==> src/rtl/rf_wb_arbiter_if.sv <==
// Bus between the writeback sources (pipeline, MDU) and the register-file write-port arbiter.
interface rf_wb_arbiter_if #(
    parameter int unsigned addr_size = 5,
    parameter int unsigned word      = 32
);
    logic                 pipe_valid;
    logic [addr_size-1:0] pipe_addr;
    logic [word-1:0]      pipe_data;
    logic                 mdu_valid;
    logic                 mdu_ready;
    logic [addr_size-1:0] mdu_addr;
    logic [word-1:0]      mdu_data;
    logic                 stall_pipe;
    logic                 regwrite;
    logic [addr_size-1:0] write_addr;
    logic [word-1:0]      write_data;

    // Request side: pipeline and MDU.
    modport master (
        output pipe_valid, pipe_addr, pipe_data, mdu_valid, mdu_addr, mdu_data,
        input  mdu_ready, stall_pipe, regwrite, write_addr, write_data
    );

    // Arbiter side.
    modport slave (
        input  pipe_valid, pipe_addr, pipe_data, mdu_valid, mdu_addr, mdu_data,
        output mdu_ready, stall_pipe, regwrite, write_addr, write_data
    );
endinterface

==> src/rtl/rf_wb_arbiter.sv <==
// Register-file write-port arbiter: pipeline writeback has priority, one MDU result is
// buffered and drained into idle slots, and a starved buffer forces a one-cycle pipe stall.
// Optional build macro RF_ARB_ZERO_FILTER_EN suppresses every write to register 0.
module rf_wb_arbiter #(
    parameter int unsigned addr_size  = 5,
    parameter int unsigned word       = 32,
    parameter int unsigned STARVE_MAX = 4
) (
    input logic            clk,
    input logic            rst_n,
    rf_wb_arbiter_if.slave bus
);
    typedef enum logic [1:0] {StIdle, StHeld, StForce} state_t;

    localparam logic [3:0] starve_lim = 4'(STARVE_MAX);

    state_t               state;
    logic                 buf_full;
    logic [addr_size-1:0] buf_addr;
    logic [word-1:0]      buf_data;
    logic [3:0]           wait_cnt;
    logic                 regwrite;
    logic [addr_size-1:0] write_addr;
    logic [word-1:0]      write_data;
    logic                 stall_pipe;

    logic                 pipe_we;
    logic                 mdu_keep;
    logic [3:0]           wait_next;

    // Address-0 filtering and the next wait count.
    always_comb begin
`ifdef RF_ARB_ZERO_FILTER_EN
        pipe_we  = (bus.pipe_addr != '0);
        mdu_keep = (bus.mdu_addr != '0);
`else
        pipe_we  = 1'b1;
        mdu_keep = 1'b1;
`endif
        wait_next = wait_cnt + 4'd1;
    end

    // Grant, buffer and starvation sequencing; all outputs registered.
    always_ff @(posedge clk) begin
        if (!rst_n) begin
            state      <= StIdle;
            buf_full   <= 1'b0;
            buf_addr   <= '0;
            buf_data   <= '0;
            wait_cnt   <= 4'd0;
            regwrite   <= 1'b0;
            write_addr <= '0;
            write_data <= '0;
            stall_pipe <= 1'b0;
        end else begin
            regwrite   <= 1'b0;
            stall_pipe <= 1'b0;
            case (state)
                StForce: begin
                    // Starvation slot: pipeline is stalled, the buffer owns the port.
                    regwrite   <= 1'b1;
                    write_addr <= buf_addr;
                    write_data <= buf_data;
                    buf_full   <= 1'b0;
                    wait_cnt   <= 4'd0;
                    state      <= StIdle;
                end
                default: begin
                    if (bus.pipe_valid) begin
                        regwrite   <= pipe_we;
                        write_addr <= bus.pipe_addr;
                        write_data <= bus.pipe_data;
                        if (buf_full) begin
                            if (bus.pipe_addr == buf_addr) begin
                                // Younger pipe write supersedes the buffered result.
                                buf_full <= 1'b0;
                                wait_cnt <= 4'd0;
                                state    <= StIdle;
                            end else begin
                                wait_cnt <= wait_next;
                                if (wait_next >= starve_lim) begin
                                    state      <= StForce;
                                    stall_pipe <= 1'b1;
                                end else begin
                                    state <= StHeld;
                                end
                            end
                        end
                    end else if (buf_full) begin
                        regwrite   <= 1'b1;
                        write_addr <= buf_addr;
                        write_data <= buf_data;
                        buf_full   <= 1'b0;
                        wait_cnt   <= 4'd0;
                        state      <= StIdle;
                    end
                    // Capture only happens with an empty buffer, so never alongside a drain.
                    if (!buf_full && bus.mdu_valid && mdu_keep) begin
                        buf_full <= 1'b1;
                        buf_addr <= bus.mdu_addr;
                        buf_data <= bus.mdu_data;
                        wait_cnt <= 4'd0;
                        state    <= StHeld;
                    end
                end
            endcase
        end
    end

    assign bus.mdu_ready  = !buf_full;
    assign bus.stall_pipe = stall_pipe;
    assign bus.regwrite   = regwrite;
    assign bus.write_addr = write_addr;
    assign bus.write_data = write_data;
endmodule

==> src/flat_wrapper.sv <==
// flat-port wrapper written by rule: the top's interface ports become plain ports
module rf_wb_arbiter_flat 
#(
    parameter int unsigned addr_size  = 5,
    parameter int unsigned word       = 32,
    parameter int unsigned STARVE_MAX = 4
)
  (clk, rst_n, bus_pipe_valid, bus_pipe_addr, bus_pipe_data, bus_mdu_valid, bus_mdu_addr, bus_mdu_data, bus_mdu_ready, bus_stall_pipe, bus_regwrite, bus_write_addr, bus_write_data);
  rf_wb_arbiter_if #(.addr_size(addr_size), .word(word)) bus_i ();
  input logic clk;
  input logic rst_n;
  input wire logic [$bits(bus_i.pipe_valid)-1:0] bus_pipe_valid;
  input wire logic [$bits(bus_i.pipe_addr)-1:0] bus_pipe_addr;
  input wire logic [$bits(bus_i.pipe_data)-1:0] bus_pipe_data;
  input wire logic [$bits(bus_i.mdu_valid)-1:0] bus_mdu_valid;
  input wire logic [$bits(bus_i.mdu_addr)-1:0] bus_mdu_addr;
  input wire logic [$bits(bus_i.mdu_data)-1:0] bus_mdu_data;
  output wire logic [$bits(bus_i.mdu_ready)-1:0] bus_mdu_ready;
  output wire logic [$bits(bus_i.stall_pipe)-1:0] bus_stall_pipe;
  output wire logic [$bits(bus_i.regwrite)-1:0] bus_regwrite;
  output wire logic [$bits(bus_i.write_addr)-1:0] bus_write_addr;
  output wire logic [$bits(bus_i.write_data)-1:0] bus_write_data;
  assign bus_i.pipe_valid = bus_pipe_valid;
  assign bus_i.pipe_addr = bus_pipe_addr;
  assign bus_i.pipe_data = bus_pipe_data;
  assign bus_i.mdu_valid = bus_mdu_valid;
  assign bus_i.mdu_addr = bus_mdu_addr;
  assign bus_i.mdu_data = bus_mdu_data;
  assign bus_mdu_ready = bus_i.mdu_ready;
  assign bus_stall_pipe = bus_i.stall_pipe;
  assign bus_regwrite = bus_i.regwrite;
  assign bus_write_addr = bus_i.write_addr;
  assign bus_write_data = bus_i.write_data;
  rf_wb_arbiter #(.addr_size(addr_size), .word(word), .STARVE_MAX(STARVE_MAX)) u_core (.clk(clk), .rst_n(rst_n), .bus(bus_i));
endmodule
==> config.mk <==
export PLATFORM = sky130hd
export DESIGN_NAME = rf_wb_arbiter_flat
export DESIGN_NICKNAME = d
export VERILOG_FILES = /design/src/rtl/rf_wb_arbiter_if.sv /design/src/rtl/rf_wb_arbiter.sv /design/src/flat_wrapper.sv
export SDC_FILE = /design/constraint.sdc
export NUM_CORES = 1
export LEC_CHECK = 0
export CAP_MARGIN = 20
export CORE_ASPECT_RATIO = 0.75
export CORE_MARGIN = 4
export CORE_UTILIZATION = 26
export CTS_BUF_LIST = sky130_fd_sc_hd__clkbuf_4
export CTS_CLUSTER_DIAMETER = 50
export DETAILED_ROUTE_END_ITERATION = 10
export GPL_TIMING_DRIVEN = 0
export PLACE_DENSITY_LB_ADDON = 0.12
export SLEW_MARGIN = 10
export SYNTH_ARGS = -nofsm -noshare
export SYNTH_HDL_FRONTEND = slang
export SYNTH_SLANG_ARGS = --single-unit
==> constraint.sdc <==
create_clock -name clk -period 2.85 [get_ports clk]
set_clock_uncertainty 0.05 [all_clocks]
set_input_delay 0.4275 -clock clk [delete_from_list [all_inputs] [get_ports clk]]
set_output_delay 0.4275 -clock clk [all_outputs]
set_load 0.05 [all_outputs]
# Yosys cells after proc, flatten, opt, wreduce, memory -nomap -nowiden
# Cells that the tools add are included.
# Widths: inputs -> output; s select.
[totals]
regBits = 83
input_bits = 78
out_inout_bits = 40
wordCells = 50
[op_classes]
addsub = 1
n_lt_le_gt_ge = 1
n_eq_ne = 2
n_mux = 24
n_bitwise = 4
reduce_logical = 8
[ops]
columns = ["operator", "count"]
rows = [
  ["$mux 32", 3],
  ["$mux 4", 4],
  ["$mux 5", 3],
  ["$mux 2", 5],
  ["$mux 1", 9],
  ["$eq 5x5->1", 1],
  ["$reduce_or 5->1", 1],
  ["$add 4x1->4 const B", 1],
  ["$ge 4x3->1 const B", 1],
  ["$not 1->1", 4],
  ["$reduce_bool 3->1", 1],
  ["$reduce_or 3->1", 1],
  ["$eq 2x2->1 const B", 1],
  ["$reduce_and 2->1", 1],
  ["$reduce_bool 2->1", 1],
  ["$reduce_or 2->1", 1],
  ["$logic_and 1x1->1", 1],
  ["$logic_not 1->1", 1],
]

# Logic depth before layout (Yosys ltp)
[logic_depth]
word_depth = 7
depth_mapped = 6
depth_no_buf = 5

# Worst setup path after synthesis
# Ideal clock, no wire load.
[synth_path]
path_kind = "in2reg"
from = "input bus_pipe_valid"
to = "register u_core.write_data[15], in the netlist u_core.bus.write_data[15]"
setup_ns = 0.074
arrival_time_ns = 1.388
t_required_ns = 2.726
slack_ns = 1.338
stages = 5
n_path_buf = 2
cell_sequence = "buf_4 -> nor4b_4 -> buf_6 -> nand2_1 -> o21ai_0"
[synth_between]
elab_chain_cells = 2
elab_cells_between_ends = 3
classes_between = "mux: 2; reduce/logical: 1"
[synth_lines]
columns = ["item", "line", "rtl"]
rows = [
  ["from (decl)", "flat_wrapper.sv:12", "input wire logic [$bits(bus_i.pipe_valid)-1:0] bus_pipe_valid;"],
  ["$mux 32", "rf_wb_arbiter.sv:69", "if (bus.pipe_valid) begin"],
  ["$mux 32", "rf_wb_arbiter.sv:58", "case (state)"],
  ["to (signal assigned)", "rf_wb_arbiter.sv:63", "write_data <= buf_data;"],
  ["to (signal assigned)", "rf_wb_arbiter.sv:72", "write_data <= bus.pipe_data;"],
  ["to (signal assigned)", "rf_wb_arbiter.sv:92", "write_data <= buf_data;"],
  ["to (decl)", "rf_wb_arbiter.sv:24", "logic [word-1:0] write_data;"],
]
# Parallel ways exist; a longest one is shown, timed or not.
# A chain may end at the register's enable or synchronous reset.

# Worst setup path after layout
[layout_path]
from = "register u_core.buf_full"
to = "output bus_mdu_ready"
[layout_between]
elab_chain_cells = 1
[layout_lines]
columns = ["item", "line", "rtl"]
rows = [
  ["from (decl)", "rf_wb_arbiter.sv:18", "logic buf_full;"],
  ["from (signal assigned)", "rf_wb_arbiter.sv:47", "buf_full <= 1'b0;"],
  ["from (signal assigned)", "rf_wb_arbiter.sv:64", "buf_full <= 1'b0;"],
  ["from (signal assigned)", "rf_wb_arbiter.sv:76", "buf_full <= 1'b0;"],
  ["$logic_not 1->1", "rf_wb_arbiter.sv:110", "assign bus.mdu_ready = !buf_full;"],
  ["to (decl)", "flat_wrapper.sv:18", "output wire logic [$bits(bus_i.mdu_ready)-1:0] bus_mdu_ready;"],
]
# No other way between the ends.

==> results_dict.tcl <==
set metrics [dict create \
    outcome "finished clean" \
    cts_tree "built" \
    syn_nets 456 \
    cts.root.buffer_cell "clkbuf_4" \
    drv_slew 0 \
    avgRoutedWirePerCell_um 14.9 \
    grt_overflow 0 \
    synthCells 377 \
    dieArea_um2 15100 \
    seq_area_frac_synth_pct 48.5 \
    io_pins 118 \
    fmax_mhz 429 \
    setup_violations 0 \
    dieWidth_um 141 \
    grt_setup_unrepaired "no" \
    synth_compound_area_share_pct 16.6 \
    p_leak_nw 1.86 \
    synth_top_family_by_area "simple AND/OR/NAND/NOR gates" \
    tightest_slew_ns 0.729 \
    initial_core_util_pct 26.5 \
    grt_use_met3_pct 4.48 \
    ys_seq_elements 83 \
    pre_cts_slack_ns 0.553 \
    cp-start-kind "flop" \
    cp_data_required_time_ns 2.37 \
    cp-end-kind "output port" \
    postCtsHoldBufs 0 \
    crit_type "reg2out" \
    first_pass_iters 4 \
    finalWirelength_um 10200 \
    max_slew_margin_pct 51.2 \
    final_layout_size_suffix_gt1_share_pct 7.07 \
    cts-resized-gates 0 \
    diodes 0 \
    post_cts_buffers 0 \
    worstSkewPairLatency_ns 0.44 \
    power_w 0.00249 \
    die_height_um 107 \
    first_iter_violations 112 \
    fin_hold_ws_ns 0.308 \
    cts_buffer_depth 2 \
    layout_min_cycle_time_ns 2.33 \
    synth_xor_area_share_pct 1.79 \
    synth_fa_ha_area_share_pct 0.365 \
    grt_util_met2_pct 21.4 \
    core_um2 12900 \
    synth.area.mux_share_pct 10.8 \
    critPathTopFamily "buffers and inverters" \
    ant_nets 0 \
    cts.reportedPaths.clkPinSlew_ns 0.12 \
    htreeDepth 3 \
    final_cell_mix "nand2_1, clkdlybuf4s50_1, dfxtp_1" \
    p_per_area_nw_per_um2 504 \
    clock-sinks 83 \
    cpMaxStageDelayCell "clkdlybuf4s50_1" \
    rows 36 \
    maxCapViolCount 0 \
    critPathBufInv 2 \
    hp-class "in2reg" \
    cts_buffers 9 \
    synthesis.area_um2 3420 \
    area_growth_pct 44.1 \
    hold_viol 0 \
    gp_congestion 0.798 \
    grt_pass1_vias 3043 \
    max_stage_delay_ns 0.85 \
    fin_nets 583 \
    antenna_found_initial 0 \
    worst_slack_ns 0.519 \
    grt_max_degree 15 \
    path_cells "inv_1 > clkdlybuf4s50_1" \
    grt_pass1_wl_um 16100 \
    grtUsageTotal_pct 13.7 \
    viasPerCell 4.37 \
    post-route-period-util_pct 81.8 \
    yosys.area_share.simple_pct 17.1 \
    ir_drop_mv 0.216 \
    fin_tns_setup_ns 0 \
    busiest_layer "met2" \
    num_vias 2974 \
    arrival_ns 1.85 \
    layout_commonest_cell "nand2_1" \
    cp_max_fo 6 \
    gr-usage-met1_pct 18.4 \
    portBuffers 116 \
    yosys.cell_types.count 33 \
    hpwl_um 7490 \
    drc 0 \
    yosysWarnings 0 \
    synth_area_per_cell_um2 9.08 \
]
[per-layer routing]
| layer | part of all wire (%) | wire length, um |
|---|---|---|
| met1 | 50 | 5050 |
| met2 | 43 | 4320 |
| met3 | 6.7 | 679 |
| met4 | 1.0 | 104 |
| met5 | 0 | 0 |
[cells in the mapped netlist (all sizes together)]
| library cell | n | area share [%] |
|---|---|---|
| o31ai | 6 | 1.3 |
| o2111ai | 2 | 0.51 |
| a21boi | 37 | 8.1 |
| nor4b | 1 | 0.69 |
| clkbuf | 6 | 0.69 |
| xor2 | 1 | 0.26 |
| nand4 | 2 | 0.37 |
| nor2 | 2 | 0.44 |
| nor2b | 2 | 0.58 |
| nand2b | 2 | 0.37 |
| inv | 3 | 0.33 |
| o21ai | 39 | 5.7 |
| ha | 1 | 0.37 |
| xnor2 | 6 | 1.5 |
| dfxtp | 83 | 49 |
| o31a | 1 | 0.26 |
| nor3 | 1 | 0.15 |
| nand2 | 120 | 14 |
| and3 | 1 | 0.18 |
| mux2i | 37 | 11 |
| o211ai | 1 | 0.22 |
| nand3 | 4 | 0.73 |
| buf | 16 | 3.8 |
| a21oi | 3 | 0.44 |
[worst paths after layout]
kind                                  start                         to  slack, ns  depth (start not counted)
setup / recovery            u_core.buf_full              bus_mdu_ready       0.52                          2
hold / removal               bus_pipe_valid         u_core.wait_cnt[0]       0.31                          3
setup reg to reg            u_core.state[0]  u_core.bus.write_data[27]       1.22                          5
hold reg to reg   u_core.bus.write_data[31]  u_core.bus.write_data[31]       0.41                          2
[stage by stage]
step / util [%] / instance area [um2] / std cells
2_1_floorplan: - / 3420 / 377
3_3_place_gp: 37.1 / 4800 / 664
3_5_place_dp: 37.1 / 4800 / 664
4_1_cts: 38.2 / 4930 / 680
5_1_grt: 38.2 / 4930 / 680
6_report: 38.2 / 4930 / 680
[tightest hold or removal path: stages]
cell,delay (ns)
buf_4,0.15
o2111ai_1,0.09
a21oi_1,0.07
[final cells by class]
type	count	area [um2]
Buffer	22	154
Clock buffer	9	67.6
Clock inverter	7	67.6
Fill cell	1313	7990
Inverter	3	11.3
Multi-Input combinational cell	269	1600
Sequential cell	83	1660
Tap cell	171	214
Timing Repair Buffer	116	1160
[power breakdown]
part | internal (W) | switching (W)
combinational | 0.000237 | 0.000290
clock | 0.000265 | 0.000426
sequential | 0.00123 | 0.0000400
[cell families (layout without fill, tap and decap cells)]
group	count (synthesis)	in the layout
AND/OR/NAND/NOR	135	135
flip-flops	83	83
adder cells (fa/ha/maj)	1	1
buffers and inverters	25	157
multiplexers	37	37
AO/OA/AOI/OAI	89	89
XOR/XNOR	7	7
[state kept, by name, indices dropped and copies added, names as in the netlist]
signal,flops
u_core.bus.write_addr,5
u_core.buf_addr,5
u_core.bus.write_data,32
u_core.bus.regwrite,1
u_core.bus.stall_pipe,1
u_core.state,2
u_core.wait_cnt,4
u_core.buf_data,32
u_core.buf_full,1
No activity file was read; power rests on OpenSTA's default activity.
